**src/rtl/mac_pkg.sv**
```systemverilog
// Shared width, saturation and lane-slicing helpers for the pipelined MAC engine.
// Everything here is elaboration-time arithmetic; nothing in it is clocked.
package mac_pkg;

    function automatic int clog2_f(input int value);
        int res;
        res = 0;
        for (int v = value - 1; v > 0; v = v >> 1) begin
            res = res + 1;
        end
        return res;
    endfunction

    function automatic int prod_w(input int a_w, input int b_w);
        return a_w + b_w + 1;
    endfunction

    // Both limits are built at 64 bits and truncated to ACC_W by the caller.
    function automatic logic signed [63:0] sat_max(input int acc_w);
        return (64'sd1 <<< (acc_w - 1)) - 64'sd1;
    endfunction

    function automatic logic signed [63:0] sat_min(input int acc_w);
        return -(64'sd1 <<< (acc_w - 1));
    endfunction

    function automatic int lane_lsb(input int lane, input int w);
        return lane * w;
    endfunction

endpackage

```
**src/rtl/mac_accum_pipe_if.sv**
```systemverilog
// Beat input and result output handshake bundle of the MAC engine.
// The master side is the producer of beats and the consumer of results.
interface mac_accum_pipe_if #(
    parameter int LANES = 4,
    parameter int A_W   = 16,
    parameter int B_W   = 8,
    parameter int ACC_W = 32
);
    logic                   in_valid;
    logic                   in_ready;
    logic [LANES*A_W-1:0]   in_a;
    logic [LANES*B_W-1:0]   in_b;
    logic                   in_clear;
    logic                   out_valid;
    logic                   out_ready;
    logic [ACC_W-1:0]       out_data;
    logic                   out_sat;

    modport master (
        output in_valid, in_a, in_b, in_clear, out_ready,
        input  in_ready, out_valid, out_data, out_sat
    );

    modport slave (
        input  in_valid, in_a, in_b, in_clear, out_ready,
        output in_ready, out_valid, out_data, out_sat
    );
endinterface

```
**src/rtl/mac_lane_mult.sv**
```systemverilog
// One lane: registered signed weight times zero-extended unsigned pixel.
// Shaped to land in a single DSP multiplier with its output register.
module mac_lane_mult
    import mac_pkg::*;
#(
    parameter int A_W = 16,
    parameter int B_W = 8,
    parameter int P_W = prod_w(A_W, B_W)
) (
    input  logic                  ap_clk,
    input  logic                  ap_rst,
    input  logic                  en,
    input  logic signed [A_W-1:0] a,
    input  logic        [B_W-1:0] b,
    output logic signed [P_W-1:0] p
);
    logic signed [B_W:0]   b_ext_s;
    logic signed [P_W-1:0] prod_s;
    logic signed [P_W-1:0] p_r;

    assign b_ext_s = signed'({1'b0, b});
    assign prod_s  = a * b_ext_s;
    assign p       = p_r;

    // product register, frozen while the pipeline is stalled
    always_ff @(posedge ap_clk) begin
        if (ap_rst) begin
            p_r <= {P_W{1'b0}};
        end else if (en) begin
            p_r <= prod_s;
        end
    end
endmodule

```
**src/rtl/mac_accum_pipe.sv**
```systemverilog
// Three-stage multiply / reduce / saturating-accumulate engine producing one
// result per DEPTH beats; a single global stall freezes every stage.
module mac_accum_pipe
    import mac_pkg::*;
#(
    parameter int LANES = 4,
    parameter int A_W   = 16,
    parameter int B_W   = 8,
    parameter int ACC_W = 32,
    parameter int DEPTH = 16
) (
    input logic             ap_clk,
    input logic             ap_rst,
    mac_accum_pipe_if.slave bus
);
    localparam int P_W   = prod_w(A_W, B_W);
    localparam int CNT_W = clog2_f(DEPTH + 1);
    localparam logic signed [ACC_W-1:0] SAT_MAX = ACC_W'(sat_max(ACC_W));
    localparam logic signed [ACC_W-1:0] SAT_MIN = ACC_W'(sat_min(ACC_W));
    localparam logic [CNT_W-1:0]        DEPTH_C = CNT_W'(DEPTH);

    logic                    stall_s, adv_s, accept_s;
    logic                    s1_valid_r, s1_clear_r, s2_valid_r, s2_clear_r;
    logic signed [P_W-1:0]   p_s [LANES];
    logic signed [ACC_W-1:0] sum_s, s2_sum_r, acc_r, base_s, clamp_s, out_data_r;
    logic signed [ACC_W:0]   next_s;
    logic                    ovf_s;
    logic [CNT_W-1:0]        cnt_r, cnt_next_s;
    logic                    sticky_r, sticky_s, done_s, out_valid_r, out_sat_r;

    assign stall_s       = out_valid_r && !bus.out_ready;
    assign adv_s         = !stall_s;
    assign accept_s      = bus.in_valid && adv_s;
    assign bus.in_ready  = adv_s;
    assign bus.out_valid = out_valid_r;
    assign bus.out_data  = out_data_r;
    assign bus.out_sat   = out_sat_r;

    for (genvar i = 0; i < LANES; i++) begin : g_lane
        mac_lane_mult #(.A_W(A_W), .B_W(B_W)) u_mult (
            .ap_clk (ap_clk),
            .ap_rst (ap_rst),
            .en     (adv_s),
            .a      (bus.in_a[lane_lsb(i, A_W) +: A_W]),
            .b      (bus.in_b[lane_lsb(i, B_W) +: B_W]),
            .p      (p_s[i])
        );
    end

    // S1 control bits travelling alongside the lane products
    always_ff @(posedge ap_clk) begin
        if (ap_rst) begin
            s1_valid_r <= 1'b0;
            s1_clear_r <= 1'b0;
        end else if (adv_s) begin
            s1_valid_r <= accept_s;
            s1_clear_r <= bus.in_clear && accept_s;
        end
    end

    // reduction of sign-extended lane products; ACC_W leaves headroom for every lane
    always_comb begin
        sum_s = {ACC_W{1'b0}};
        for (int i = 0; i < LANES; i++) begin
            sum_s = sum_s + ACC_W'(p_s[i]);
        end
    end

    // S2 register holding the reduced beat sum
    always_ff @(posedge ap_clk) begin
        if (ap_rst) begin
            s2_valid_r <= 1'b0;
            s2_clear_r <= 1'b0;
            s2_sum_r   <= {ACC_W{1'b0}};
        end else if (adv_s) begin
            s2_valid_r <= s1_valid_r;
            s2_clear_r <= s1_clear_r;
            s2_sum_r   <= sum_s;
        end
    end

    // accumulate one bit wider than the result so overflow shows up as a sign disagreement
    always_comb begin
        base_s = s2_clear_r ? {ACC_W{1'b0}} : acc_r;
        next_s = (ACC_W+1)'(base_s) + (ACC_W+1)'(s2_sum_r);
        ovf_s  = next_s[ACC_W] != next_s[ACC_W-1];
        if (ovf_s) begin
            clamp_s = next_s[ACC_W] ? SAT_MIN : SAT_MAX;
        end else begin
            clamp_s = next_s[ACC_W-1:0];
        end
        sticky_s   = (s2_clear_r ? 1'b0 : sticky_r) || ovf_s;
        cnt_next_s = s2_clear_r ? CNT_W'(1) : cnt_r + CNT_W'(1);
        done_s     = s2_valid_r && (cnt_next_s == DEPTH_C);
    end

    // S3 accumulator, group counter and result register
    always_ff @(posedge ap_clk) begin
        if (ap_rst) begin
            acc_r       <= {ACC_W{1'b0}};
            cnt_r       <= {CNT_W{1'b0}};
            sticky_r    <= 1'b0;
            out_valid_r <= 1'b0;
            out_data_r  <= {ACC_W{1'b0}};
            out_sat_r   <= 1'b0;
        end else if (adv_s) begin
            out_valid_r <= done_s;
            if (done_s) begin
                out_data_r <= clamp_s;
                out_sat_r  <= sticky_s;
                acc_r      <= {ACC_W{1'b0}};
                cnt_r      <= {CNT_W{1'b0}};
                sticky_r   <= 1'b0;
            end else if (s2_valid_r) begin
                acc_r    <= clamp_s;
                cnt_r    <= cnt_next_s;
                sticky_r <= sticky_s;
            end
        end
    end
endmodule
```
**src/flat_wrapper.sv**
```systemverilog
// flat-port wrapper written by rule: the top's interface ports become plain ports
module mac_accum_pipe_flat import mac_pkg::*;
#(
    parameter int LANES = 4,
    parameter int A_W   = 16,
    parameter int B_W   = 8,
    parameter int ACC_W = 32,
    parameter int DEPTH = 16
)
  (ap_clk, ap_rst, bus_in_valid, bus_in_a, bus_in_b, bus_in_clear, bus_out_ready, bus_in_ready, bus_out_valid, bus_out_data, bus_out_sat);
  mac_accum_pipe_if #(.LANES(LANES), .A_W(A_W), .B_W(B_W), .ACC_W(ACC_W)) bus_i ();
  input logic ap_clk;
  input logic ap_rst;
  input wire logic [$bits(bus_i.in_valid)-1:0] bus_in_valid;
  input wire logic [$bits(bus_i.in_a)-1:0] bus_in_a;
  input wire logic [$bits(bus_i.in_b)-1:0] bus_in_b;
  input wire logic [$bits(bus_i.in_clear)-1:0] bus_in_clear;
  input wire logic [$bits(bus_i.out_ready)-1:0] bus_out_ready;
  output wire logic [$bits(bus_i.in_ready)-1:0] bus_in_ready;
  output wire logic [$bits(bus_i.out_valid)-1:0] bus_out_valid;
  output wire logic [$bits(bus_i.out_data)-1:0] bus_out_data;
  output wire logic [$bits(bus_i.out_sat)-1:0] bus_out_sat;
  assign bus_i.in_valid = bus_in_valid;
  assign bus_i.in_a = bus_in_a;
  assign bus_i.in_b = bus_in_b;
  assign bus_i.in_clear = bus_in_clear;
  assign bus_i.out_ready = bus_out_ready;
  assign bus_in_ready = bus_i.in_ready;
  assign bus_out_valid = bus_i.out_valid;
  assign bus_out_data = bus_i.out_data;
  assign bus_out_sat = bus_i.out_sat;
  mac_accum_pipe #(.LANES(LANES), .A_W(A_W), .B_W(B_W), .ACC_W(ACC_W), .DEPTH(DEPTH)) u_core (.ap_clk(ap_clk), .ap_rst(ap_rst), .bus(bus_i));
endmodule
```
**config.mk**
```make
export PLATFORM = sky130hd
export DESIGN_NAME = mac_accum_pipe_flat
export DESIGN_NICKNAME = d
export VERILOG_FILES = /design/src/rtl/mac_pkg.sv /design/src/rtl/mac_accum_pipe_if.sv /design/src/rtl/mac_lane_mult.sv /design/src/rtl/mac_accum_pipe.sv /design/src/flat_wrapper.sv
export SDC_FILE = /design/constraint.sdc
export NUM_CORES = 2
export LEC_CHECK = 0
export BUFFER_PORTS_ARGS = -buffer_cell sky130_fd_sc_hd__buf_2
export CORE_ASPECT_RATIO = 2
export CORE_MARGIN = 2
export CORE_UTILIZATION = 30
export CTS_CLUSTER_SIZE = 25
export DETAILED_ROUTE_END_ITERATION = 8
export HOLD_SLACK_MARGIN = 0.06
export SYNTH_ARGS = -nofsm -noshare
export SYNTH_HDL_FRONTEND = slang
export SYNTH_SLANG_ARGS = --single-unit
```
**constraint.sdc**
```tcl
create_clock -name ap_clk -period 14.73 [get_ports ap_clk]
set_clock_uncertainty 0.2 [all_clocks]
set_input_delay 4.419 -clock ap_clk [delete_from_list [all_inputs] [get_ports ap_clk]]
set_output_delay 4.419 -clock ap_clk [all_outputs]
set_load 0.005 [all_outputs]
```
Word level (Yosys, flattened, before mapping):

Cells that the tools add are included.
W data, S select, Z words.

* reductions and logical operators: 10
* muxes and demuxes: 11
* bitwise logic cells: 1
* div/mod/pow operators: 0
* shift operators: 0
* order comparisons: 0
* add/subtract/negate cells: 5
* equal/unequal tests: 2
* multipliers: 4

Operator list (number)
* $mux W32: 5
* $mul A16 B9 Y25: 4
* $add A32 B32 Y33: 1
* $add A32 B25 Y32: 1
* $add A26 B25 Y27: 1
* $add A25 B25 Y26: 1
* $mux W5: 3
* $add A5 B1 Y5 const B: 1
* $eq A5 B5 Y1 const B: 1
* $logic_and A1 B1 Y1: 4
* $reduce_and A2 Y1: 2
* $mux W1: 3
* $logic_not A1 Y1: 2
* $reduce_bool A2 Y1: 1
* $logic_or A1 B1 Y1: 1
* $ne A1 B1 Y1: 1
* $not A1 Y1: 1

* latch bits: 0
* input port bits: 101
* memory bits (read-only): 0
* bits in registers: 208
* logic and storage cells: 48
* memories kept: 0
* output and inout bits: 35
* memory bits (writable): 0

Longest topological paths before layout:

* depth in word-level cells: 6
* depth in mapped cells: 22

Hierarchy:

A second synthesis with hierarchy kept.

* cell total of the unflattened synthesis: 3717
* area, all modules: 31148.6 µm²

By module, submodules not included
* mac_accum_pipe: area an instance 8429.3 µm², instances 1, cells an instance 1079
* mac_lane_mult (u_core.g_lane[2].u_mult): area an instance 5794.3 µm², instances 1, cells an instance 678
* mac_lane_mult (u_core.g_lane[3].u_mult): area an instance 5716.7 µm², instances 1, cells an instance 664
* mac_lane_mult (u_core.g_lane[1].u_mult): area an instance 5646.7 µm², instances 1, cells an instance 657
* mac_lane_mult (u_core.g_lane[0].u_mult): area an instance 5561.6 µm², instances 1, cells an instance 639

Worst setup path before layout:

Ideal clock, no wire load.

* path kind: input to output
* from: in bus_out_ready
* to: out bus_in_ready
* required time: 10.111 ns
* slack: 4.833 ns
* stages on the path: 5
* path buffers: 3
* arrival time: 5.278 ns
* cells stage by stage: nor2b_1 clkbuf_1 inv_1 clkbuf_1 clkbuf_1

* cells in the longest elaborated chain, start to end: 3

Ends and longest elaborated chain
* start, declared: RTL line flat_wrapper.sv:18 `input wire logic [$bits(bus_i.out_ready)-1:0] bus_out_ready;`
* $logic_not A1 Y1: RTL line mac_accum_pipe.sv:31 `assign stall_s = out_valid_r && !bus.out_ready;`
* $logic_and A1 B1 Y1: RTL line mac_accum_pipe.sv:31
* $logic_not A1 Y1: RTL line mac_accum_pipe.sv:32 `assign adv_s = !stall_s;`
* end, declared: RTL line flat_wrapper.sv:19 `output wire logic [$bits(bus_i.in_ready)-1:0] bus_in_ready;`

Every way passes these cells.

Final worst setup path:

Same ends and word-level chain as after synthesis.

==> run metrics <==
outcome=complete, no violations; critical path fanouts, max=46; antenna violation net count after detailed routing=0; crit path time final=10.25 ns; Slew @ Worst Pin=0.989 ns; Max Fclk=97.6 MHz; CTS Sinks=roughly 210; Inserted Clock Buffers=23; Rows=164; combinational group share of total power=78.7%; syn_nets=~4,500; Clock Power Share=8.4%; final setup vio count=0; number of flops mapped to enable cells by yosys=0; complex-gate fraction of the synthesized area=13.4%; Synth Warn #=0; Post-Syn Area per Cell=around 8.3 um^2; post-CTS sizing=0; Initial Utilization=30.3%; pwr/cell area=211 mW/mm^2; initial antenna violation count=8; Post-DP HPWL=69,800 um; # hold bufs at CTS=0; sw frac=about half; XOR/XNOR Fraction of Synth Area=4.14%; clock tree from TritonCTS=built; Sw Pwr=3.56 mW; max-slew violations=0; critical path startpoint category=input port; Hold Crit Class=reg -> reg; Core Area=roughly 0.1 mm^2; P_leak=16.4 nW; DRT Pass-1 Iters=5; Port-buffer cells=135; Post-CTS Setup Inserts=0; Net count, final=4,528; wire per inst=16.4 um; Max clock buf depth=3; clk_lat worst skew=between 0.5 and 0.6 ns; cell area after synthesis=0.0303 mm^2; DR DRC count=0; aggregate global routing overflow=0; via count=24,100; ys async rst share=0%; Synth Area in Adders=40.8%; Area Overhead vs Synth=9.25%; commonest non-fill, non-tap cells in the layout=inv_1, nand2_1, fa_1; worst endpoint data arrival time=5.63 ns; Fin Setup TNS=0 ns; sequential share of the synthesized area=13.8%; first-pass GRT wire length=~130,000 um; fin crit share=between 60% and 70%; Worst EP required=10.11 ns; drt total wl=between 80,000 and 90,000 um; Die Y=453 um; Total GRT Usage=16.2%; Peak VDD IR=0.135 mV; Die Width=229 um; Worst Setup End Kind=primary output; Vias/cell=4.78; hold slack=0.243 ns; max-cap violations=0; largest family of logic cells by synthesized area=adder cells; register share of total power=12.9%; pin count of the biggest net entering global routing=77; DIE AREA=0.104 mm^2; layout cells sized above 1=5.78%; Int Pwr=between 3 and 4 mW; Cell variety after synth=74; Synth Area in Simple Gates=18.6%; Rel. slew slack=33.9%; top_reg_cell synth=dfxtp_1; worst setup path class=in -> out; RSZ-0062 raised after global routing=false; CTS clock-pin slew for the worst setup and hold paths=0.06 ns; Final Hold Fails=0; I/O Pins=around 140; Yosys reg bits=roughly 210; DRT iter0 DRCs=943; CTS H-tree lvls=1; Final Core Density=33.1%; commonest non-fill, non-tap cell in the layout=inv_1; clk root buf=clkbuf_16; vias in the first global route=25,900; Mapped Cells=between 3,000 and 4,000; mux contribution to synthesized area=0%; routability-driven placement congestion ratio=0.889
-- layout make-up --
cell class                 count  area, um^2
inverter                     647        2430
multi-input combinational   2677       23300
timing repair buffer         145         753
fill                       10500       66900
clock buffer                  30         632
tap                         1328        1660
sequential                   208        4160
antenna                        4        10.0
clock inverter                11         124
-- cell families after synthesis --
| logic type | after synthesis |
|---|---|
| fa+ha+maj | 725 |
| buf+inv | 754 |
| xor+xnor | 143 |
| compound gates | 651 |
| simple gates | 1158 |
| flops | 208 |
-- synth_stat cells (all sizes together) (16+ instances only) --
library cell / n / area, um^2
o21bai: 17 / 128
nor2: 131 / 494
buf: 16 / 66.3
o21ai: 139 / 699
or3: 19 / 119
dfxtp: 208 / 4160
nand3: 43 / 215
fa: 436 / 8730
a21o: 59 / 445
a21oi: 262 / 1320
o21a: 23 / 173
inv: 647 / 2430
and3: 17 / 108
nand2: 494 / 1850
a211oi: 55 / 418
ha: 289 / 3620
clkbuf: 91 / 342
nand2b: 21 / 131
nor3: 35 / 180
and2: 317 / 1980
xnor2: 98 / 858
xor2: 45 / 394
nor2b: 50 / 313
-- stage by stage --
step | total power, mW | setup WS [ns] | cells | area [um^2]
floorplan | 5.02 | 4.83 | 3639 | 30300
finish | 6.98 | 4.48 | 5050 | 33100
CTS | 7.06 | 4.46 | 5046 | 33000
global route | 7.75 | 4.37 | 5049 | 33100
global placement | 6.38 | 4.47 | 5005 | 32300
detailed placement | 6.43 | 4.47 | 5005 | 32300
-- power by group through the flow --
stage / Combinational, mW / Sequential, mW / Clock [mW]
floorplan: 4.20 / 0.820 / 0
global placement: 5.46 / 0.916 / 0
detailed placement: 5.51 / 0.917 / 0
CTS: 5.56 / 0.907 / 0.600
global route: 6.21 / 0.916 / 0.621
finish: 5.49 / 0.904 / 0.585
-- worst max-delay path, stage by stage --
cell	delay, ns
buf_2	0.11
nor2b_4	0.09
buf_4	0.41
inv_4	0.32
buf_2	0.24
-- layer usage --
metal | track usage, % | up-vias | routed length (um)
met5 | 0 | - | 42
met4 | 7.66 | 8 | 4140
met3 | 1.47 | 182 | 2150
met1 | 15.8 | 11900 | 29300
li1 | - | 11700 | -
met2 | 33.4 | 377 | 47200
-- path summary, 6_finish.rpt --
| kind | start | to | slack [ns] | cells past startpoint |
|---|---|---|---|---|
| worst min-delay path | u_core.bus.out_data[14] | u_core.bus.out_data[14] | 0.24 | 2 |
| worst max-delay path | bus_out_ready | bus_in_ready | 4.48 | 5 |
| worst min register to register | u_core.bus.out_data[14] | u_core.bus.out_data[14] | 0.24 | 2 |
| worst max register to register | u_core.g_lane[2].u_mult.p[1] | u_core.s2_sum_r[28] | 8.70 | 21 |
-- state kept, by name, summed over array words and instances, names as in the netlist, 5 cells and up --
register	cells
u_core.s2_sum_r	32
u_core.cnt_r	5
u_core.g_lane.u_mult.p	100
u_core.bus.out_data	32
u_core.acc_r	32
(Power assumes the default switching activity.)
